$ cat config.mk
export PLATFORM = sky130hd
export DESIGN_NAME = mem_req_arbiter_2x1
export DESIGN_NICKNAME = d
export VERILOG_FILES = /design/src/rtl/mem_req_arbiter_2x1_pkg.sv /design/src/rtl/mem_arb_id_fifo.sv /design/src/rtl/mem_req_arbiter_2x1.sv
export SDC_FILE = /design/constraint.sdc
export NUM_CORES = 1
export LEC_CHECK = 0
export ABC_AREA = 1
export BUFFER_PORTS_ARGS = -buffer_cell sky130_fd_sc_hd__buf_4
export CAP_MARGIN = 40
export CELL_PAD_IN_SITES_DETAIL_PLACEMENT = 0
export CELL_PAD_IN_SITES_GLOBAL_PLACEMENT = 1
export CORE_AREA = 2 2 381 383
export CTS_CLUSTER_SIZE = 40
export DETAILED_ROUTE_END_ITERATION = 12
export DIE_AREA = 0 0 383 385
export HOLD_SLACK_MARGIN = 0.12
export PLACE_DENSITY = 0.34
export SLEW_MARGIN = 20
export SYNTH_ARGS = -nofsm -noshare
export SYNTH_HDL_FRONTEND = slang
export SYNTH_SLANG_ARGS = --single-unit
$ cat constraint.sdc
create_clock -name clk -period 2.9 [get_ports clk]
set_clock_uncertainty 0.05 [all_clocks]
set_input_delay 0.145 -clock clk [delete_from_list [all_inputs] [get_ports clk]]
set_output_delay 0.145 -clock clk [all_outputs]
set_load 0.02 [all_outputs]
$ cat src/rtl/mem_req_arbiter_2x1_pkg.sv
// Memory message types shared by the caches, arbiter and test memory.
// Also holds the port-ID width used to tag in-flight requests.
package mem_req_arbiter_2x1_pkg;

  localparam int c_port_id_nbits = 1;

  typedef enum logic [2:0] {
    MEM_TYPE_READ  = 3'd0,
    MEM_TYPE_WRITE = 3'd1,
    MEM_TYPE_INIT  = 3'd2
  } mem_type_e;

  typedef struct packed {
    mem_type_e    type_;
    logic [7:0]   opaque;
    logic [31:0]  addr;
    logic [3:0]   len;
    logic [127:0] data;
  } mem_req_16B_t;

  typedef struct packed {
    mem_type_e    type_;
    logic [7:0]   opaque;
    logic [1:0]   test;
    logic [3:0]   len;
    logic [127:0] data;
  } mem_resp_16B_t;

  typedef logic [c_port_id_nbits-1:0] port_id_t;

endpackage

$ cat src/rtl/mem_arb_id_fifo.sv
// In-order FIFO of port IDs for requests in flight to memory.
// Push is dropped when full and pop when empty, so callers may not overrun it.
module mem_arb_id_fifo #(
  parameter int p_width = 1,
  parameter int p_depth = 4
) (
  input  logic               clk,
  input  logic               reset,
  input  logic               push,
  input  logic [p_width-1:0] wdata,
  input  logic               pop,
  output logic [p_width-1:0] rdata,
  output logic               full,
  output logic               empty
);

  localparam int c_ptr_nbits = $clog2(p_depth);
  localparam int c_cnt_nbits = c_ptr_nbits + 1;

  logic [p_width-1:0]     mem_q [p_depth];
  logic [p_width-1:0]     mem_d [p_depth];
  logic [c_ptr_nbits-1:0] head_q, head_d;
  logic [c_ptr_nbits-1:0] tail_q, tail_d;
  logic [c_cnt_nbits-1:0] count_q, count_d;
  logic                   do_push;
  logic                   do_pop;

  assign full    = (count_q == c_cnt_nbits'(p_depth));
  assign empty   = (count_q == '0);
  assign rdata   = mem_q[head_q];
  assign do_push = push && !full;
  assign do_pop  = pop && !empty;

  always_comb begin
    mem_d   = mem_q;
    head_d  = head_q;
    tail_d  = tail_q;
    count_d = count_q;
    if (do_push) begin
      mem_d[tail_q] = wdata;
      tail_d        = tail_q + c_ptr_nbits'(1);
    end
    if (do_pop) begin
      head_d = head_q + c_ptr_nbits'(1);
    end
    unique case ({do_push, do_pop})
      2'b10:   count_d = count_q + c_cnt_nbits'(1);
      2'b01:   count_d = count_q - c_cnt_nbits'(1);
      default: count_d = count_q;
    endcase
  end

  always_ff @(posedge clk or posedge reset) begin
    if (reset) begin
      for (int i = 0; i < p_depth; i++) begin
        mem_q[i] <= '0;
      end
      head_q  <= '0;
      tail_q  <= '0;
      count_q <= '0;
    end else begin
      mem_q   <= mem_d;
      head_q  <= head_d;
      tail_q  <= tail_d;
      count_q <= count_d;
    end
  end

endmodule

$ cat src/rtl/mem_req_arbiter_2x1.sv
// Round-robin 2:1 arbiter onto one 16B memory port; responses are
// steered back in order using the port ID recorded at request time.
module mem_req_arbiter_2x1
  import mem_req_arbiter_2x1_pkg::*;
#(
  parameter int p_num_outstanding = 4
) (
  input  logic          clk,
  input  logic          reset,

  input  mem_req_16B_t  req0_msg,
  input  logic          req0_val,
  output logic          req0_rdy,

  input  mem_req_16B_t  req1_msg,
  input  logic          req1_val,
  output logic          req1_rdy,

  output mem_resp_16B_t resp0_msg,
  output logic          resp0_val,
  input  logic          resp0_rdy,

  output mem_resp_16B_t resp1_msg,
  output logic          resp1_val,
  input  logic          resp1_rdy,

  output mem_req_16B_t  memreq_msg,
  output logic          memreq_val,
  input  logic          memreq_rdy,

  input  mem_resp_16B_t memresp_msg,
  input  logic          memresp_val,
  output logic          memresp_rdy
);

  logic     prio_q, prio_d;
  logic     gnt0;
  logic     gnt1;
  logic     memreq_fire;
  logic     memresp_fire;
  logic     id_full;
  logic     id_empty;
  port_id_t id_head;
  port_id_t id_push;

  // Grant looks only at vals and prio, so no rdy feeds back into a val.
  always_comb begin
    gnt0 = req0_val && (!req1_val || (prio_q == 1'b0));
    gnt1 = req1_val && (!req0_val || (prio_q == 1'b1));
  end

  assign memreq_val  = (req0_val || req1_val) && !id_full;
  assign memreq_msg  = gnt1 ? req1_msg : req0_msg;
  assign req0_rdy    = gnt0 && memreq_rdy && !id_full;
  assign req1_rdy    = gnt1 && memreq_rdy && !id_full;
  assign memreq_fire = memreq_val && memreq_rdy;
  assign id_push     = port_id_t'(gnt1);

  always_comb begin
    prio_d = prio_q;
    if (memreq_fire) begin
      prio_d = !gnt1;
    end
  end

  always_ff @(posedge clk or posedge reset) begin
    if (reset) begin
      prio_q <= 1'b0;
    end else begin
      prio_q <= prio_d;
    end
  end

  assign resp0_msg    = memresp_msg;
  assign resp1_msg    = memresp_msg;
  assign resp0_val    = memresp_val && !id_empty && (id_head == 1'b0);
  assign resp1_val    = memresp_val && !id_empty && (id_head == 1'b1);
  assign memresp_rdy  = !id_empty && (id_head ? resp1_rdy : resp0_rdy);
  assign memresp_fire = memresp_val && memresp_rdy;

  mem_arb_id_fifo #(
    .p_width (c_port_id_nbits),
    .p_depth (p_num_outstanding)
  ) u_id_fifo (
    .clk   (clk),
    .reset (reset),
    .push  (memreq_fire),
    .wdata (id_push),
    .pop   (memresp_fire),
    .rdata (id_head),
    .full  (id_full),
    .empty (id_empty)
  );

  // A response with nothing outstanding means memory broke protocol.
  a_no_resp_when_empty: assert property (
    @(posedge clk) disable iff (reset) !(memresp_val && id_empty)
  );

endmodule

# --- Yosys cells after proc, flatten, opt, wreduce, memory -nomap -nowiden ---
# Cells that the tools add are included.
word_totals:
  register_bits: 12
  latch_bits: 0
  ram_bits: 0
  rom_bits: 0
  inputBits: 503
  wordCells: 57
  memories: 0
op_classes:
  n_addsub: 4
  n_mul: 0
  div_mod_pow: 0
  magnitude_cmp: 3
  eq_ne: 3
  shift: 0
  n_mux: 9
  n_bitwise: 4
  n_reduce_logical: 26
op_table:
  columns: ["operator", "n"]
  rows:
  - ["two-way mux 175 bit", 1]
  - ["logical AND 1 bit", 16]
  - ["greater-or-equal comparator 3 bit, second input constant", 2]
  - ["NOT 2 -> 3 bit", 2]
  - ["one-hot mux 3 bit (2 select lines)", 1]
  - ["zero test 1 bit", 5]
  - ["adder 2 x 1 -> 2 bit, second input constant", 2]
  - ["bitwise mux 4 bit", 1]
  - ["two-way mux 1 bit", 4]
  - ["adder 3 x 1 -> 3 bit, second input constant", 1]
  - ["== test 3 bit, second input constant", 1]
  - ["zero test 3 bit", 1]
  - ["logical OR 1 bit", 3]
  - ["< comparator 3 x 1 -> 1 bit, second input constant", 1]
  - ["subtractor 3 x 1 -> 3 bit, second input constant", 1]
  - ["binary-select mux 1 bit (select 2 bit)", 1]
  - ["demux 1 bit (select 2 bit)", 1]
  - ["== test 2 x 1 -> 1 bit, second input constant", 1]
  - ["== test 2 bit, second input constant", 1]
  - ["NOT 1 bit", 2]
  - ["nonzero test 2 bit", 1]

# --- Longest topological paths before layout ---
# Gate-level depths: netlist (run 1).
depth:
  depth_word: 10
  depth_mapped: 13
  depth_no_buf: 13

# --- By module ---
# Synthesis (run 1) repeated with hierarchy kept, for this count alone.
hier_totals:
  cells_unflattened: 970
  hier_area_um2: 5162.5
by_module_without_submodules:
  columns: ["module", "instances", "cells_per_inst", "area_per_inst_um2", "seq_area_each_um2"]
  rows:
  - ["mem_req_arbiter_2x1", 1, 886, 4490.6, 25.0]
  - ["mem_arb_id_fifo", 1, 84, 671.9, 275.3]

# --- Least setup slack after synthesis (run 1) ---
# No wires, ideal clock.
synth_path:
  path_kind: "register to register"
  from: "reg u_id_fifo.head_q[0]"
  to: "reg u_id_fifo.count_q[2]"
  arrival_time_ns: 1.913
  t_required_ns: 2.719
  slack_ns: 0.806
  path_stages_with_launch: 14
  n_path_buf: 0
  cell_sequence: "dfrtp_1 > inv_1 > nand2_1 > nand3_1 > nand2_1 > nand2_1 > nand3_1 > inv_1 > ha_1 > inv_1 > fa_1 > a21oi_1 > o21ai_0 > xor2_1"
synth_between:
  elab_chain_len: 10
synth_rtl:
  columns: ["element", "line_no", "text"]
  rows:
  - ["from (decl)", "mem_arb_id_fifo.sv:22", "logic [c_ptr_nbits-1:0] head_q, head_d;"]
  - ["from (signal assigned)", "mem_arb_id_fifo.sv:58", "head_q <= '0;"]
  - ["from (signal assigned)", "mem_arb_id_fifo.sv:63", "head_q <= head_d;"]
  - ["NOT 2 -> 3 bit (not written as such) *", "mem_arb_id_fifo.sv:30", "assign rdata = mem_q[head_q];"]
  - ["binary-select mux 1 bit (select 2 bit) *", "mem_arb_id_fifo.sv:30", null]
  - ["two-way mux 1 bit (not written as such) * (2 in a row)", "mem_arb_id_fifo.sv:30", null]
  - ["two-way mux 1 bit *", "mem_req_arbiter_2x1.sv:78", "assign memresp_rdy = !id_empty && (id_head ? resp1_rdy : resp0_rdy);"]
  - ["logical AND 1 bit *", "mem_req_arbiter_2x1.sv:78", null]
  - ["logical AND 1 bit *", "mem_req_arbiter_2x1.sv:79", "assign memresp_fire = memresp_val && memresp_rdy;"]
  - ["logical AND 1 bit *", "mem_arb_id_fifo.sv:32", "assign do_pop = pop && !empty;"]
  - ["net u_id_fifo.do_pop", "mem_arb_id_fifo.sv:26", "logic do_pop;"]
  - ["== test 2 x 1 -> 1 bit or == test 2 bit (tied branches)", "mem_arb_id_fifo.sv:46", "unique case ({do_push, do_pop})"]
  - ["one-hot mux 3 bit (2 select lines) or nonzero test 2 bit (tied branches)", null, null]
  - ["to (signal assigned)", "mem_arb_id_fifo.sv:65", "count_q <= count_d;"]
  - ["to (decl)", "mem_arb_id_fifo.sv:24", "logic [c_cnt_nbits-1:0] count_q, count_d;"]
# Mark *: on every way through the listed nets, which the timed path passes. The rest lies on a longest branch. The select of a mux whose other input is x is not followed.
# A chain may end at the register's enable or synchronous reset.

# --- Final worst setup path (run 1) ---
# Ends and elaborated chain as after synthesis.

==> results_dict.tcl, run 1 <==
set metrics [dict create \
    dp.cells 3074 \
    cts_setup_buffers 0 \
    synth.area.top_cells "buf_4 (43%), nand2_1 (41%), dfrtp_1 (6.0%)" \
    setup_viol 0 \
    setup.worst_path.end_class "register" \
    postRouteAntennaNets 0 \
    path_class "register to register" \
    root_buffer "clkbuf_16" \
    wl_per_cell_um 20.40 \
    synth_top_family_by_area "buffers and inverters" \
    tns_ps 0 \
    yosysUniqueCellTypes 18 \
    power.switching_uw 1973 \
    crit_cells 13 \
    firstDrtPassIters 4 \
    holdPathStages 0 \
    leakagePower_uw 0.004665 \
    power.share.clock_pct 7.7 \
    drc 0 \
    ys_ff_latch 12 \
    drtIter0Drc 201 \
    drive_gt1_share_pct 47.70 \
    cpPeakStageDelay_ps 440 \
    ff2ff_path_depth 13 \
    hold_violations 0 \
    grt_pass1_wl_um 75160 \
    place_hpwl_um 58420 \
    synth_fa_ha_area_share_pct 1.637 \
    fp.dieH_um 385 \
    antenna_found_initial 21 \
    clkLatencyLatePin_ps 240 \
    clk_pin_slew_ps 50 \
    worst_slew_pin_slew_ps 737.4 \
    startpoint_type "register" \
    cp_top_family "adder cells" \
    row_count 139 \
    h-tree-depth 1 \
    syn_to_final_growth_pct 86.01 \
    yosysTopAreaCellShare_pct 43.15 \
    crit_fanout 4 \
    syn_area_sq_um 5045 \
    ir_drop_uv 250.8 \
    period_share_pct 81.19 \
    p_sw_share_pct 53.71 \
    clk_path_buf_depth 2 \
    status "complete, no violations" \
    min_period_ps 2354 \
    fin_nets 1686 \
    io_buffers 538 \
    io-pin-count 974 \
    start_util_pct 3.525 \
    intPower_uw 1700 \
    synthXorXnorAreaFrac_pct 0.5208 \
    numCtsBuffers 3 \
    drt-total-wl_um 62830 \
    stdcell_count 3080 \
    register_area_sq_um 300.3 \
    die-width_um 383 \
    synth_top_cell_by_area "buf_4" \
    fin_area_sq_um 9384 \
    fillers 17118 \
    overflow 0 \
    cts_sinks 12 \
    ys_warn_count 0 \
    synth_cells 946 \
    maxSlewHeadroom_pct 50.84 \
    grt_usage_pct 7.916 \
    holdCritPathClass "input pin to output pin" \
    placed_cell_area_sq_um 9283 \
    power_uw 3673 \
    critPathBufInv 3 \
    path_cells "inv_1 > nand2_1 > nand3_1 > nand2_1 > nand2_1 > nand3_1 > inv_1 > ha_1 > inv_1 > fa_1 > a21oi_1 > o21ai_0 > xor2_1" \
    p_seq_share_pct 8.6 \
    slew_violations 0 \
    synth-compound-area-share_pct 1.563 \
    synthSimpleGateAreaFrac_pct 42.44 \
    muxShareOfSynthArea_pct 0 \
    combPwrFrac_pct 83.7 \
    viasPerCell 2.088 \
    max_freq_mhz 424.7 \
    place_congestion 0.7451 \
    synth_nets 1455 \
    p_per_area_nw_per_um2 391.4 \
    ys_seq_area_share_pct 5.952 \
    vias 6431 \
    multiInputGateArea_sq_um 2328 \
    core_region_area_sq_um 143100 \
    syn_avg_cell_area_sq_um 5.333 \
    cap_violations 0 \
    cts_tree "done" \
    dieArea_sq_um 147500 \
    grt_max_degree 88 \
    slowest_stage "fa_1" \
    rsz0062_at_grt "false" \
    required_ps 2960 \
    grt_pass1_vias 6661 \
    crit_arrival_ps 2410 \
]
logic make-up (layout without fill, tap and decap cells):
logic type                 Yosys count  count (layout)
xor gates and xnor gates             3               3
other                                0               1
and+or+nand+nor                    567             567
buffers and inverters              345             575
AOI/OAI and AO/OA                   13              13
adders and majority gates            6               6
DFF                                 12              12
through the flow:
step                setup WS (ps)  hold slack [ps]  util, %
finish                      545.6            240.0    6.556
global route                219.1            240.1    6.554
CTS                         510.4            240.2    6.554
detailed placement          526.6            176.5    6.485
global placement            510.5            182.4    6.485
floorplan                   805.9           -40.30        -
worst paths after layout:
path / startpoint / to / slack (ps)
max in group asynchronous: reset / u_id_fifo.mem_q[2]$_DFFE_PP0P_ / 1980
max: u_id_fifo.head_q[0]$_DFFE_PP0P_ / u_id_fifo.count_q[2]$_DFFE_PP0P_ / 550
min reg2reg: u_id_fifo.mem_q[1]$_DFFE_PP0P_ / u_id_fifo.mem_q[1]$_DFFE_PP0P_ / 450
min: memresp_msg[72] / resp0_msg[72] / 240
max reg2reg: u_id_fifo.head_q[0]$_DFFE_PP0P_ / u_id_fifo.count_q[2]$_DFFE_PP0P_ / 550
min in group asynchronous: reset / u_id_fifo.head_q[0]$_DFFE_PP0P_ / 460
synth_stat cells:
cell type    n
nand2_1    552
buf_2       26
nor2_2       1
fa_1         1
nand3_1      8
ha_1         5
xor2_1       2
inv_1       15
o21ai_0      8
o21ai_4      1
clkbuf_1    12
a21oi_1      3
nor2_1       6
dfrtp_1     12
xnor2_1      1
inv_2        2
buf_4      290
o21a_1       1
area by class of cell:
type                    instances  share of cell area (%)
flip-flops and latches         12                   3.200
clock buffers                   4                  0.9467
multi-input cells             589                   24.81
repair buffers                554                   44.88
diodes                          1                 0.02667
well taps                    1903                   25.37
inverters                      17                  0.7600
layer usage:
layer | track usage, % | share of wire [%] | vias up
li1 | - | - | 2983
met2 | 13.71 | 48 | 726
met1 | 7.187 | 31 | 2653
met5 | 0.3249 | 0.14 | -
met4 | 0.4302 | 1.0 | 8
met3 | 7.066 | 20 | 61
power groups by stage:
stage / combinational [uW] / clock, uW / sequential [uW]
2_1_floorplan: 2080 / 0 / 303
3_3_place_gp: 3200 / 0 / 317
3_5_place_dp: 3170 / 0 / 321
4_1_cts: 3190 / 293 / 318
5_1_grt: 3390 / 300 / 335
6_report: 3070 / 284 / 316
layout by cell type (no fill, tap or decap):
cell,count
o21ai_0,8
inv_8,1
a21oi_1,3
inv_1,15
dlygate4sd3_1,1
clkbuf_8,1
nand3_1,8
diode_2,1
buf_4,549
xnor2_1,1
ha_1,5
nand2_1,552
nor2_1,6
fa_1,1
clkbuf_16,3
nor2_2,1
xor2_1,2
dfrtp_1,12
o21a_1,1
o21ai_4,1
buf_12,4
inv_2,1
flip-flops by register name, indices dropped and copies added, names as in the netlist:
| name | flops |
|---|---|
| u_id_fifo.head_q | 2 |
| u_id_fifo.tail_q | 2 |
| prio_q | 1 |
| u_id_fifo.count_q | 3 |
| u_id_fifo.mem_q | 4 |
what timing repair did:
action / 4_1_cts / 5_1_grt
gates resized for setup: 0 / 0
hold buffers: 1 / 0
endpoints found under the hold margin: 12 / 0
(Power assumes the default switching activity.)
==> run 2, diff against run 1 <==
Settings changed: ABC_AREA 1 to 0, CORE_AREA 2 2 381 383 to 2 2 374 376, DIE_AREA 0 0 383 385 to 0 0 376 378, PLACE_DENSITY 0.34 to 0.36.
Clock period 2.9 ns to 1.97 ns, I/O delays scaled along.
==> run 2 against run 1 <==
The run now ends with negative setup slack left; register-to-register slack lost 760 ps; cell count shrank 2.4%; wire length shrank 1.5%; synthesized cell count shrank 2.3%; flip-flop and latch count is the same; worst hold slack lost 93 ps.
==> results_dict.tcl, run 2 <==
set metrics [dict create \
    status "complete, but fails checks" \
    violations "negative setup slack" \
    antenna_found_initial 28 \
    p_per_area_nw_per_um2 636.7 \
    cap_violations 0 \
    ff2ff_path_depth 10 \
    viasPerCell 2.155 \
    io_buffers 538 \
    fin_nets 1706 \
    firstDrtPassIters 4 \
    stdcell_count 3007 \
    wl_per_cell_um 20.57 \
    regMostFlops "u_id_fifo.mem_q" \
    ys_seq_area_share_pct 5.933 \
    yosysTopAreaCellShare_pct 43.02 \
    min_period_ps 2184 \
    yosys-top-cells-count "nand2_1 (531), buf_4 (290), buf_2 (19), clkbuf_1 (15), dfrtp_1 (12)" \
    fin_area_sq_um 10390 \
    drive_gt1_share_pct 57.44 \
    placed_cell_area_sq_um 9399 \
    root_buffer "clkbuf_16" \
    layout_commonest_cell "buf_4" \
    syn_avg_cell_area_sq_um 5.477 \
    path_class "register to register" \
    drtIter0Drc 189 \
    maxSlewHeadroom_pct 63.31 \
    grt_max_degree 54 \
    crit_fanout 3 \
    row_count 137 \
    synth_edf_count 0 \
    clkLatencyLatePin_ps 240 \
    synth_cells 924 \
    ys_ff_latch 12 \
    r2r_slack_ps -210 \
    clk_pin_slew_ps 50 \
    drt-total-wl_um 61870 \
    synth_nets 1433 \
    fp.dieH_um 378 \
    max_freq_mhz 457.8 \
    r2r-end "u_id_fifo.count_q[2]$_DFFE_PP0P_" \
    startpoint_type "register" \
    synth_top_cell_by_area "buf_4" \
    worst_slew_pin_slew_ps 549.7 \
    rsz0062_at_grt "true" \
    setup.worst_path.end_class "register" \
    dp.cells 2981 \
    clk_path_buf_depth 2 \
    cts_sinks 12 \
    drc 0 \
    numCtsBuffers 3 \
    holdCritPathClass "input pin to output pin" \
    synth.area.top_cells "buf_4 (43%), nand2_1 (39%), dfrtp_1 (5.9%)" \
    die-width_um 376 \
    cts_tree "done" \
    dieArea_sq_um 142100 \
    crit_arrival_ps 2300 \
    postRouteAntennaNets 0 \
    largest_register_ffs 4 \
    fillers 16463 \
    h-tree-depth 1 \
    grt_pass1_wl_um 71040 \
    syn_area_sq_um 5061 \
    crit_end "u_id_fifo.count_q[2]$_DFFE_PP0P_" \
    overflow 0 \
    slew_violations 0 \
    yosysMostFrequentCell "nand2_1" \
    vias 6479 \
    place_hpwl_um 54370 \
    ys_warn_count 0 \
    grt_usage_pct 7.781 \
    period_share_pct 110.9 \
    syn_to_final_growth_pct 105.3 \
    final_cell_mix "buf_4 (518), nand2_1 (460), nand2_2 (64)" \
    ir_drop_uv 359.9 \
    async_flop_share_pct 100.0 \
    top_regs "u_id_fifo.mem_q: 4 flops, u_id_fifo.count_q: 3 flops" \
    synth_ff_type "dfrtp_1" \
    leakagePower_uw 0.005103 \
    io-pin-count 974 \
    start_util_pct 3.654 \
    core_region_area_sq_um 138500 \
    place_congestion 0.7631 \
    timing.final.ws_setup_ps -214.5 \
    grt_pass1_vias 6547 \
    setup_viol 2 \
    required_ps 2080 \
    startpoint "u_id_fifo.head_q[1]$_DFFE_PP0P_" \
    rr_startpoint "u_id_fifo.head_q[1]$_DFFE_PP0P_" \
    hold_violations 0 \
    yosysUniqueCellTypes 26 \
]
## run 2: changes by cell type in the layout (fill, tap and decap cells not counted), sizes merged, moves of 2 or more
cell	change
clkbuf	+9
mux2i	+7
mux2	+4
nand2	-21
nand2b	+2
diode	+3
inv	-9
buf	+33
nand3	-8
o21ai	-7
and2	+2
## run 2: repair_timing
item | in CTS | in global routing
resized for setup | 20 | 139
pin swaps | 5 | 9
buffers inserted | 4 | 2
cloned | 2 | 9
hold endpoints to repair | 13 | 0
endpoints found under the setup margin | 48 | 48
hold buffers | 2 | 0
## run 2: critical path, stage by stage (launching register included)
cell	delay [ps]
dfrtp_1	410
mux2i_2	270
mux2i_2	120
mux2i_2	170
nor2_1	100
ha_2	200
inv_2	40
fa_2	320
xor2_1	140
nor2_1	120
xor2_1	150
## run 2: cells by family (layout without fill, tap and decap cells)
logic type,count (synthesis),in the layout,synth area share (%)
adders and majority gates,6,6,1.632
other,0,4,0
xor gates and xnor gates,5,5,0.8654
AOI/OAI and AO/OA,8,8,1.162
muxes,11,11,2.571
and+or+nand+nor,545,545,40.87
buffers and inverters,337,609,46.97
DFF,12,12,5.933
## run 2: report_power, final
part / total (uW) / switching, uW / internal [uW]
Clock: 420 / 113 / 307
Sequential: 488 / 112 / 376
Combinational: 5710 / 3030 / 2680
Total: 6620 / 3260 / 3360
## run 2: metal layers
metal / track usage, % / up-vias / wire, um
met4: 0.4528 / 10 / 626
li1: - / 3022 / -
met3: 7.058 / 52 / 11990
met5: 0.6861 / - / 177
met1: 7.540 / 2685 / 20490
met2: 12.74 / 710 / 28580
## run 2: how the worst min path moves through the flow
stage	start	slack [ps]	cells after the start	to
after floorplan	reset	-90	1	prio_q$_DFFE_PP0N_
after global placement	reset	130	2	u_id_fifo.mem_q[3]$_DFFE_PP0P_
after detailed placement	reset	140	2	u_id_fifo.head_q[1]$_DFFE_PP0P_
after CTS	memresp_msg[47]	150	0	resp0_msg[47]
after global routing	memresp_msg[94]	150	0	resp1_msg[94]
final	memresp_msg[94]	150	0	resp1_msg[94]
## run 2: final cells by class
cell class	instances	area (sq um)	area share [%]
Clock buffer	4	88.84	0.8548
Inverter	8	30.03	0.2889
Sequential cell	12	300.3	2.889
Tap cell	1807	2261	21.76
Timing Repair Buffer	597	5062	48.71
Multi-Input combinational cell	575	2640	25.40
Antenna cell	4	10.01	0.09632
## run 2: per-stage QoR
stage | util (%) | setup slack (ps) | hold WS [ps] | TNS (ps) | power, uW
floorplan | - | -143.0 | -86.80 | -172.1 | 3632
global placement | 6.786 | -276.2 | 134.2 | -382.9 | 5529
global route | 7.496 | -414.6 | 147.1 | -1181 | 7149
finish | 7.503 | -214.5 | 147.0 | -305.6 | 6617
CTS | 6.989 | -241.4 | 147.2 | -350.2 | 6140
detailed placement | 6.786 | -263.4 | 136.7 | -369.6 | 5476
